### src/rtl/axil_bram_ctrl.sv
// AXI4-Lite slave driving a single-port BRAM (1-cycle read latency), one transaction at a time.
// Optional macro AXIL_BRAM_RANGE_CHECK_EN: out-of-range addresses answer SLVERR without touching the BRAM.
module axil_bram_ctrl #(
  parameter int unsigned MEM_DATA_WIDTH  = 32,
  parameter int unsigned BRAM_ADDR_WIDTH = 5,
  parameter int unsigned AXI_ADDR_WIDTH  = 32
) (
  input  logic                          clka,
  input  logic                          rsta,
  input  logic [AXI_ADDR_WIDTH-1:0]     s_axi_awaddr,
  input  logic                          s_axi_awvalid,
  output logic                          s_axi_awready,
  input  logic [MEM_DATA_WIDTH-1:0]     s_axi_wdata,
  input  logic [MEM_DATA_WIDTH/8-1:0]   s_axi_wstrb,
  input  logic                          s_axi_wvalid,
  output logic                          s_axi_wready,
  output logic [1:0]                    s_axi_bresp,
  output logic                          s_axi_bvalid,
  input  logic                          s_axi_bready,
  input  logic [AXI_ADDR_WIDTH-1:0]     s_axi_araddr,
  input  logic                          s_axi_arvalid,
  output logic                          s_axi_arready,
  output logic [MEM_DATA_WIDTH-1:0]     s_axi_rdata,
  output logic [1:0]                    s_axi_rresp,
  output logic                          s_axi_rvalid,
  input  logic                          s_axi_rready,
  output logic [BRAM_ADDR_WIDTH-1:0]    bram_addra,
  output logic                          bram_ena,
  output logic [MEM_DATA_WIDTH/8-1:0]   bram_wea,
  output logic [MEM_DATA_WIDTH-1:0]     bram_dina,
  input  logic [MEM_DATA_WIDTH-1:0]     bram_douta
);

  localparam int unsigned STRB_W = MEM_DATA_WIDTH / 8;
  localparam logic [1:0]  OKAY   = 2'b00;
  localparam logic [1:0]  SLVERR = 2'b10;

  typedef enum logic [2:0] {
    IDLE, WR_ISSUE, WR_RESP, RD_ISSUE, RD_CAPTURE, RD_RESP
  } state_e;

  state_e                      state_q, state_d;
  logic                        last_wr_q, last_wr_d;
  logic                        err_q, err_d;
  logic                        ena_q, ena_d;
  logic [STRB_W-1:0]           wea_q, wea_d;
  logic [BRAM_ADDR_WIDTH-1:0]  addra_q, addra_d;
  logic [MEM_DATA_WIDTH-1:0]   dina_q, dina_d;
  logic                        bvalid_q, bvalid_d;
  logic [1:0]                  bresp_q, bresp_d;
  logic                        rvalid_q, rvalid_d;
  logic [MEM_DATA_WIDTH-1:0]   rdata_q, rdata_d;
  logic [1:0]                  rresp_q, rresp_d;

  logic wr_elig, rd_elig, grant_wr, grant_rd;
  logic aw_oob, ar_oob;

`ifdef AXIL_BRAM_RANGE_CHECK_EN
  assign aw_oob = |(s_axi_awaddr >> BRAM_ADDR_WIDTH);
  assign ar_oob = |(s_axi_araddr >> BRAM_ADDR_WIDTH);
`else
  assign aw_oob = 1'b0;
  assign ar_oob = 1'b0;
`endif

  // Upper address bits only matter when the range check is built in
  logic unused_addr_bits;
  assign unused_addr_bits = ^{s_axi_awaddr, s_axi_araddr};

  // Round-robin arbitration between a complete write (AW+W) and a read, only in IDLE
  always_comb begin
    wr_elig  = s_axi_awvalid && s_axi_wvalid;
    rd_elig  = s_axi_arvalid;
    grant_rd = 1'b0;
    grant_wr = 1'b0;
    if (state_q == IDLE) begin
      grant_rd = rd_elig && (!wr_elig || last_wr_q);
      grant_wr = wr_elig && !grant_rd;
    end
  end

  assign s_axi_awready = grant_wr;
  assign s_axi_wready  = grant_wr;
  assign s_axi_arready = grant_rd;

  always_comb begin
    state_d   = state_q;
    last_wr_d = last_wr_q;
    err_d     = err_q;
    ena_d     = 1'b0;
    wea_d     = '0;
    addra_d   = addra_q;
    dina_d    = dina_q;
    bvalid_d  = bvalid_q;
    bresp_d   = bresp_q;
    rvalid_d  = rvalid_q;
    rdata_d   = rdata_q;
    rresp_d   = rresp_q;
    case (state_q)
      IDLE: begin
        if (grant_wr) begin
          state_d   = WR_ISSUE;
          last_wr_d = 1'b1;
          err_d     = aw_oob;
          ena_d     = !aw_oob;
          wea_d     = aw_oob ? '0 : s_axi_wstrb;
          addra_d   = s_axi_awaddr[BRAM_ADDR_WIDTH-1:0];
          dina_d    = s_axi_wdata;
        end else if (grant_rd) begin
          state_d   = RD_ISSUE;
          last_wr_d = 1'b0;
          err_d     = ar_oob;
          ena_d     = !ar_oob;
          addra_d   = s_axi_araddr[BRAM_ADDR_WIDTH-1:0];
        end
      end
      WR_ISSUE: begin
        state_d  = WR_RESP;
        bvalid_d = 1'b1;
        bresp_d  = err_q ? SLVERR : OKAY;
      end
      WR_RESP: begin
        if (s_axi_bready) begin
          bvalid_d = 1'b0;
          state_d  = IDLE;
        end
      end
      RD_ISSUE: state_d = RD_CAPTURE;
      RD_CAPTURE: begin
        state_d  = RD_RESP;
        rdata_d  = err_q ? '0 : bram_douta;
        rvalid_d = 1'b1;
        rresp_d  = err_q ? SLVERR : OKAY;
      end
      RD_RESP: begin
        if (s_axi_rready) begin
          rvalid_d = 1'b0;
          state_d  = IDLE;
        end
      end
      default: state_d = IDLE;
    endcase
  end

  always_ff @(posedge clka) begin
    if (rsta) begin
      state_q   <= IDLE;
      last_wr_q <= 1'b1;
      err_q     <= 1'b0;
      ena_q     <= 1'b0;
      wea_q     <= '0;
      addra_q   <= '0;
      dina_q    <= '0;
      bvalid_q  <= 1'b0;
      bresp_q   <= OKAY;
      rvalid_q  <= 1'b0;
      rdata_q   <= '0;
      rresp_q   <= OKAY;
    end else begin
      state_q   <= state_d;
      last_wr_q <= last_wr_d;
      err_q     <= err_d;
      ena_q     <= ena_d;
      wea_q     <= wea_d;
      addra_q   <= addra_d;
      dina_q    <= dina_d;
      bvalid_q  <= bvalid_d;
      bresp_q   <= bresp_d;
      rvalid_q  <= rvalid_d;
      rdata_q   <= rdata_d;
      rresp_q   <= rresp_d;
    end
  end

  assign bram_ena     = ena_q;
  assign bram_wea     = wea_q;
  assign bram_addra   = addra_q;
  assign bram_dina    = dina_q;
  assign s_axi_bvalid = bvalid_q;
  assign s_axi_bresp  = bresp_q;
  assign s_axi_rvalid = rvalid_q;
  assign s_axi_rdata  = rdata_q;
  assign s_axi_rresp  = rresp_q;

endmodule
### config.mk
export PLATFORM = sky130hd
export DESIGN_NAME = axil_bram_ctrl
export DESIGN_NICKNAME = d
export VERILOG_FILES = /design/src/rtl/axil_bram_ctrl.sv
export SDC_FILE = /design/constraint.sdc
export NUM_CORES = 1
export LEC_CHECK = 0
export CORE_MARGIN = 8
export CORE_UTILIZATION = 35
export DETAILED_ROUTE_END_ITERATION = 12
export PLACE_DENSITY = 0.8
export SLEW_MARGIN = 10
export SYNTH_ARGS = -nofsm -noshare
export SYNTH_HDL_FRONTEND = slang
export SYNTH_SLANG_ARGS = --single-unit
### constraint.sdc
create_clock -name clka -period 1.7 [get_ports clka]
set_input_delay 0.34 -clock clka [delete_from_list [all_inputs] [get_ports clka]]
set_output_delay 0.34 -clock clka [all_outputs]
set_load 0.05 [all_outputs]
Word level (Yosys, flattened, before mapping)

Index checks and enable logic that the tools add are counted.

Equality and inequality tests: 8
Mux-type cells: 20
Bitwise operators: 2
Reduce and logical (&&, ||, !) cells: 17

Operators by type and width:

| cell                                                                   | number |
|---|---|
| 32-bit 2-to-1 mux                                                      | 1 |
| 3-bit one-hot mux with 6 select lines                                  | 1 |
| 3-bit 2-to-1 mux                                                       | 4 |
| 5-bit 2-to-1 mux                                                       | 2 |
| 1-bit 2-to-1 mux                                                       | 9 |
| 2-bit AND reduction                                                    | 4 |
| 3-bit by 2-bit equality test with 1-bit output (second input constant) | 2 |
| 3-bit equality test (second input constant)                            | 2 |
| 2-bit nonzero test                                                     | 3 |
| 2-bit != test (second input constant)                                  | 2 |
| 1-bit one-hot mux with 2 select lines                                  | 2 |
| 3-bit by 1-bit equality test with 1-bit output (second input constant) | 1 |
| 1-bit logical AND                                                      | 3 |
| 3-bit logical NOT                                                      | 1 |
| 3-bit != test (second input constant)                                  | 1 |
| 3-bit AND reduction                                                    | 1 |
| 3-bit OR reduction                                                     | 1 |
| 1-bit logical NOT                                                      | 2 |
| 2-bit 2-to-1 mux                                                       | 1 |
| 1-bit inverter                                                         | 2 |
| 2-bit OR reduction                                                     | 1 |
| 1-bit logical OR                                                       | 1 |

Bits in registers: 85
Input port bits: 139
Logic and storage cells: 59

Longest topological paths before layout

Gate-level depths: netlist of run 1.

Depth after elaboration: 9
Depth in mapped cells: 6

Worst setup path after synthesis of run 1

Ideal clock, no wire load.

Path kind: input port to output port
From: input port s_axi_awvalid
To: output port s_axi_arready
Arrival: 1.732 ns
Slack: -0.372 ns
Stages: 5
Path buffers: 2
Cells stage by stage: nand2_1 clkbuf_1 clkbuf_1 o21ai_0 nor2_1

Word-level cells in the longest chain between the ends: 5

RTL lines:

| element           | RTL line | RTL |
|---|---|---|
| start, declared   | 11       | `input logic s_axi_awvalid,` |
| 1-bit logical AND | 72       | `wr_elig = s_axi_awvalid && s_axi_wvalid;` |
| 1-bit logical NOT | 77       | `grant_rd = rd_elig && (!wr_elig \|\| last_wr_q);` |
| 1-bit logical OR  | 77       |  |
| 1-bit logical AND | 77       |  |
| 1-bit 2-to-1 mux  | 76       | `if (state_q == IDLE) begin` |
| end, declared     | 22       | `output logic s_axi_arready,` |

Every way passes these cells.

Worst setup path after layout of run 1

From: input port s_axi_arvalid
To: output port s_axi_wready

Word-level cells in the longest chain between the ends: 4

RTL lines:

| element           | RTL line | RTL |
|---|---|---|
| start, declared   | 21       | `input logic s_axi_arvalid,` |
| 1-bit logical AND | 77       |  |
| 1-bit logical NOT | 78       | `grant_wr = wr_elig && !grant_rd;` |
| 1-bit logical AND | 78       |  |
| 1-bit 2-to-1 mux  | 76       |  |
| end, declared     | 16       | `output logic s_axi_wready,` |

Every way passes these cells.

==> run metrics, run 1 <==
synth top area cells=dfxtp_1, a21oi_1, nand2_1, o31ai_1, nand4_1; post-DP HPWL=8110 um; area post-placement=4863 sq um; Synth top area share=49.71%; crit-path max FO=4; total track usage=17.06%; worst path arrival time=1.46 ns; clk sink count=80; CP Capture Type=output port; Avg WL per Cell=16.84 um; slowest stage delay, CP=0.55 ns; antenna violations before repair=0; chip height=111.9 um; Yosys top cell by area=dfxtp_1; share of layout cells above drive strength 1=26.00%; outcome=finished, violations left; Clock H-tree levels=3; hold wc startpoint=rsta; Final Instance Area=5200 sq um; Max rail drop VDD=0.0004762 V; vias=3486; Worst Hold Class=in -> reg; adder-cell share of the synthesized area=0%; setup violators final=3; P&R area growth vs syn=61.40%; Root Buffer Master=clkbuf_8; Boundary Pins=222; Critical R2R Launch=state_q[1]$_SDFFE_PP0P_; fmax=556.3 MHz; antenna cell count=0; DP Worst Slack=-0.1509 ns; Cell Rows=35; antenna-violating nets left=0; final setup TNS=-0.2398 ns; clk_lat worst skew=0.34 ns; final hold vios=0; hold endpoint=s_axi_rdata[13]$_SDFFE_PP0N_; grt ovf=0; most common cell after layout, fill and taps aside=buf_4; TritonCTS buffer count=9; Worst R2R Path Depth=4; vias in the first global route=3546; Period Utilization, post-route=105.7%; Final Max Tran Viols=0; failing checks=setup timing; Critical Path RT=1.36 ns; die area=12530 sq um; warning count from the yosys run=0; initial drt markers=193; Syn Std Cell Area=3222 sq um; worst hold slack=0.3854 ns; main combinational cell family by area after synthesis=compound AO/OA/AOI/OAI gates; reg2reg end=bram_addra[0]$_SDFFE_PP0P_; RSZ-0062 raised after global routing=true; R2R Setup Slk=0.05 ns; Synth Area in Compound Gates=22.49%; Seq/Total Area, Yosys=49.71%; CORE AREA=9065 sq um; minimum clock period=1.797 ns; Die Wd=111.9 um; Synth cell types=29; CTS tree=done; max-cap viol count=0; simple-gate share of the synthesized area=19.65%; Reg clk slew, reported paths=0.08 ns; Final Skew=0.01017 ns; CTS max path bufs=2; mux share of post-synthesis cell area=0%; sequence of cells on the critical path=clkdlybuf4s50_1 -> nand2_1 -> nand3_2 -> clkinvlp_4 -> buf_12; GPL Wtd Cong=0.8079; Synth Area in XOR/XNOR=0%; Yosys reg bits=80; Critical Path Start Type=input pin; Syn Inst Count=382; largest net degree at the start of global routing=39; Leak=1.991 nW; Initial Util=35.54%; Remaining DRCs=0; setup ws final=-0.09750 ns; Via-to-Cell Ratio=5.274; WL final=11130 um; port bufs=163; Final nets=684; Crit Path Category=in -> out; Avg Cell Area, Syn=8.434 sq um; first drt pass iteration count=5; commonest cells after routing, fill and taps aside=buf_4, clkdlybuf4s50_1, dfxtp_1; Power per Cell Area=936.6 nW/um^2; Hold Path Depth=2; first-pass GRT wire length=17860 um; critical path's slowest cell=clkdlybuf4s50_1
==> critical path: cells and delay by family <==
kind	cells	cell delay, ns
buffers and inverters	3	0.89
and+or+nand+nor	2	0.22
==> synthesized netlist by cell type <==
library cell / n
buf_6: 5
conb_1: 1
nand3_1: 7
o211ai_1: 1
nor3_2: 1
a311oi_1: 5
and2_1: 2
a211o_1: 1
nor3b_2: 1
a2bb2oi_1: 1
nand4_1: 32
or3_1: 1
nand2_1: 68
buf_1: 1
nand3b_1: 3
clkbuf_1: 25
nor3b_1: 5
nor3_1: 2
o31ai_1: 32
buf_4: 5
o21ai_0: 6
inv_1: 2
or3b_1: 1
a21oi_1: 74
a211oi_1: 1
dfxtp_1: 80
nor2_1: 6
a21o_1: 1
buf_2: 12
==> cells by family after synthesis <==
family,count (synthesis)
flops,80
simple gates,129
other cells,1
buf+inv,50
compound gates,122
==> metal layers <==
layer  share of wire [%]  vias up  global-route usage [%]
met5                   0        -                       0
met4                 1.0        0                   4.946
met3                 7.9       15                   5.574
met2                  48      154                   28.76
met1                  43     1634                   20.24
li1                    -     1683                       -
==> per-stage QoR <==
stage	total power (W)	util, %	instances
floorplan	0.002742	-	385
global placement	0.003208	53.65	638
detailed placement	0.003225	53.65	638
CTS	0.004897	56.99	660
global route	0.005071	57.36	661
finish	0.004871	57.36	661
==> where the power goes <==
part | internal [W] | switching, W | total (W) | leakage, nW
registers | 0.00196 | 0.0000529 | 0.00201 | 0.650
clock network | 0.000921 | 0.000705 | 0.00163 | 0.118
logic | 0.000498 | 0.000738 | 0.00124 | 1.22
total | 0.00337 | 0.00150 | 0.00487 | 1.99
==> how the worst max path moves through the flow <==
stage	startpoint	end	cells past startpoint	slack, ns
detailed placement	s_axi_arvalid	s_axi_wready	5	-0.15
finish	s_axi_arvalid	s_axi_wready	5	-0.1
global route	state_q[1]$_SDFFE_PP0P_	s_axi_wready	5	-0.15
CTS	state_q[1]$_SDFFE_PP0P_	s_axi_wready	5	-0.10
global placement	s_axi_arvalid	s_axi_wready	5	-0.14
floorplan	s_axi_awvalid	s_axi_arready	5	-0.07
==> state kept, by name (all words and copies together), names as in the netlist <==
register and count:
bram_dina 32, s_axi_rdata 32, bram_addra 5, bram_wea 4, state_q 3, bram_ena 1, last_wr_q 1, s_axi_bvalid 1
s_axi_rvalid 1
==> repair_timing <==
item / CTS / global route
setup endpoints to repair: 3 / 6
pin swaps: 4 / 1
hold buffers: 0 / 0
resized for setup: 7 / 6
buffers inserted: 6 / 1
==> layout make-up <==
cell class                 count  area [sq um]
clock inverter                 5         87.58
multi-input combinational    255          1425
clock buffer                  11         151.4
sequential                    80          1607
fill                         817          3865
timing repair buffer         197          1779
tap                          111         138.9
inverter                       2         11.26
Note: power is estimated with default switching activity, not from simulation.
==> run 2: changes to the inputs <==
Settings changed: CORE_MARGIN 8 to 3.
==> run 2 against run 1 <==
Net effect: the run still ends with setup timing left; worst hold slack improved by 0.069 ns; clock power decreased by 18%; via count decreased by 1.4%.
==> run metrics, run 2 (synthesis results as in run 1) <==
Die Wd=101.9 um (-8.9%); initial drt markers=110 (-43%); Max rail drop VDD=0.0003972 V (-17%); clk sink count=80 (unchanged); setup violators final=1 (-2); max-cap viol count=0 (unchanged); fmax=584.6 MHz (+5.1%); vias in the first global route=3387 (-4.5%); internal power=0.003127 W (-7.3%); Power per Cell Area=887.3 nW/um^2 (-5.3%); Reg clk slew, reported paths=0.08 ns (about the same); Final Max Tran Viols=0 (unchanged); Crit Path Category=reg -> out; minimum clock period=1.710 ns (-0.08701 ns); CORE AREA=8848 sq um (-2.4%); Placed Instances=632 (-0.94%); power share of the clock group=29.2% (-4.2 points); die area=10390 sq um (-17%); cts hold-fix bufs=0 (unchanged); Clock H-tree levels=3 (unchanged); outcome=finished, violations left; Worst Hold Class=reg -> reg; Root Buffer Master=clkbuf_8; failing checks=setup timing; hold endpoint=s_axi_rdata[15]$_SDFFE_PP0N_; Non-Filler Instances=655 (-0.91%); fillers=759 (-7.1%); Critical Path Start Type=flip-flop; DP Worst Slack=-0.1549 ns (-0.004010 ns); share of layout cells above drive strength 1=25.96% (-0.040 points); critical path's slowest cell=or3_4; WP buf/inv=1 (-2); GPL Wtd Cong=0.7770 (-3.8%); Leak=1.970 nW (-1.0%); CTS max path bufs=2 (unchanged); reg2reg end=bram_dina[22]$_SDFFE_PP0P_; antenna violations before repair=0 (unchanged); Avg WL per Cell=15.90 um (-5.6%); CTS tree=done; crit-path max FO=4 (unchanged); Remaining DRCs=0 (unchanged); Boundary Pins=222 (unchanged); sequence of cells on the critical path=or3_4 -> nor2_4 -> buf_12; Critical Path RT=1.36 ns (about the same); hold wc startpoint=s_axi_rdata[15]$_SDFFE_PP0N_; total track usage=19.23% (+2.2 points); cell family with most CP delay=simple AND/OR/NAND/NOR gates; R2R Setup Slk=0.05 ns (about the same); CP Capture Type=output port; Final Skew=0.006217 ns (-0.003951 ns); Initial Util=36.41% (+0.87 points); chip height=101.9 um (-8.9%); clk_lat worst skew=0.34 ns (about the same); WL final=10420 um (-6.4%); Via-to-Cell Ratio=5.249 (-0.47%); share of power burned in registers=43.8% (+2.6 points); Critical R2R Launch=state_q[0]$_SDFFE_PP0P_; Hold Path Depth=2 (unchanged); first drt pass iteration count=4 (-1); Final nets=682 (-0.29%); worst hold slack=0.4542 ns (+0.06879 ns); RSZ-0062 raised after global routing=true; slowest stage delay, CP=0.41 ns (-0.14 ns); largest net degree at the start of global routing=81 (+110%); commonest cells after routing, fill and taps aside=buf_4, clkdlybuf4s50_1, dfxtp_1; Worst R2R Path Depth=5 (+1); vias=3438 (-1.4%); Period Utilization, post-route=100.6% (-5.1 points); worst path arrival time=1.37 ns (-0.09 ns); P&R area growth vs syn=60.50%; antenna-violating nets left=0 (unchanged); final setup TNS=-0.01048 ns (+0.2293 ns); TritonCTS buffer count=9 (unchanged); Cell Rows=34 (-2.9%); switching pwr=0.001462 W (-2.3%); post-DP HPWL=7170 um (-12%); most common cell after layout, fill and taps aside=buf_4; first-pass GRT wire length=16040 um (-10%); setup ws final=-0.01048 ns (+0.08701 ns); grt ovf=0 (unchanged); port bufs=163 (unchanged); final hold vios=0 (unchanged); combinational power share=27.0% (+1.6 points); switch share=31.86% (+1.1 points); antenna cell count=0 (unchanged)
## run 2: timing repair
action / CTS / global route
cloned: 0 / 0
resized for setup: 10 / 7
buffers inserted: 5 / 3
endpoints found under the hold margin: 0 / 0
pin swaps: 3 / 0
endpoints found under the setup margin: 3 / 7
## run 2: final cells by class
class / count / area (sq um) / share of cell area [%]
clock buffer: 10 / 127.6 / 2.468
sequential: 80 / 1607 / 31.07
clock inverter: 5 / 58.81 / 1.137
inverter: 2 / 11.26 / 0.2178
multi-input combinational: 255 / 1438 / 27.80
timing repair buffer: 195 / 1794 / 34.70
tap: 108 / 135.1 / 2.613
## run 2: worst register-to-register path: cells and delay by family, from the launching register on
| family | cells | cell delay, ns |
|---|---|---|
| compound gates | 2 | 0.40 |
| buf+inv | 2 | 0.37 |
| flops | 1 | 0.36 |
| simple gates | 1 | 0.41 |
## run 2: how the worst max path moves through the flow
stage / end / startpoint / cells past startpoint
floorplan: s_axi_arready / s_axi_awvalid / 5
global placement: bram_addra[0]$_SDFFE_PP0P_ / s_axi_arvalid / 6
detailed placement: s_axi_wready / s_axi_awvalid / 5
CTS: s_axi_arready / state_q[0]$_SDFFE_PP0P_ / 3
global route: s_axi_arready / state_q[0]$_SDFFE_PP0P_ / 3
finish: s_axi_arready / state_q[0]$_SDFFE_PP0P_ / 3
## run 2: layer usage
metal,up-vias,part of all wire [%],track usage [%],wire length [um]
met5,-,0,0,0
met1,1579,41,22.24,4275
met2,167,48,33.45,4959
li1,1678,-,-,-
met4,0,1.4,4.541,147
met3,14,9.9,7.713,1035
## run 2: through the flow
stage | total power, W | utilization (%) | cell area [sq um]
global route | 0.004822 | 58.44 | 5171
detailed placement | 0.003231 | 55.09 | 4875
finish | 0.004588 | 58.44 | 5171
global placement | 0.003217 | 55.09 | 4875
CTS | 0.004623 | 57.83 | 5117
floorplan | 0.002742 | - | 3244
## run 2: power groups by stage
stage	clock [W]	sequential [W]	combinational [W]
finish	0.00134	0.00201	0.00124
global route	0.00149	0.00202	0.00131
CTS	0.00140	0.00201	0.00122
detailed placement	0	0.00205	0.00118
global placement	0	0.00205	0.00117
floorplan	0	0.00228	0.000458
==> run 3: changes to the inputs <==
Settings changed: SLEW_MARGIN 10 to unset.
==> results of run 3 <==
Same layout as run 2: the final DEF is identical, and so are final timing and power.
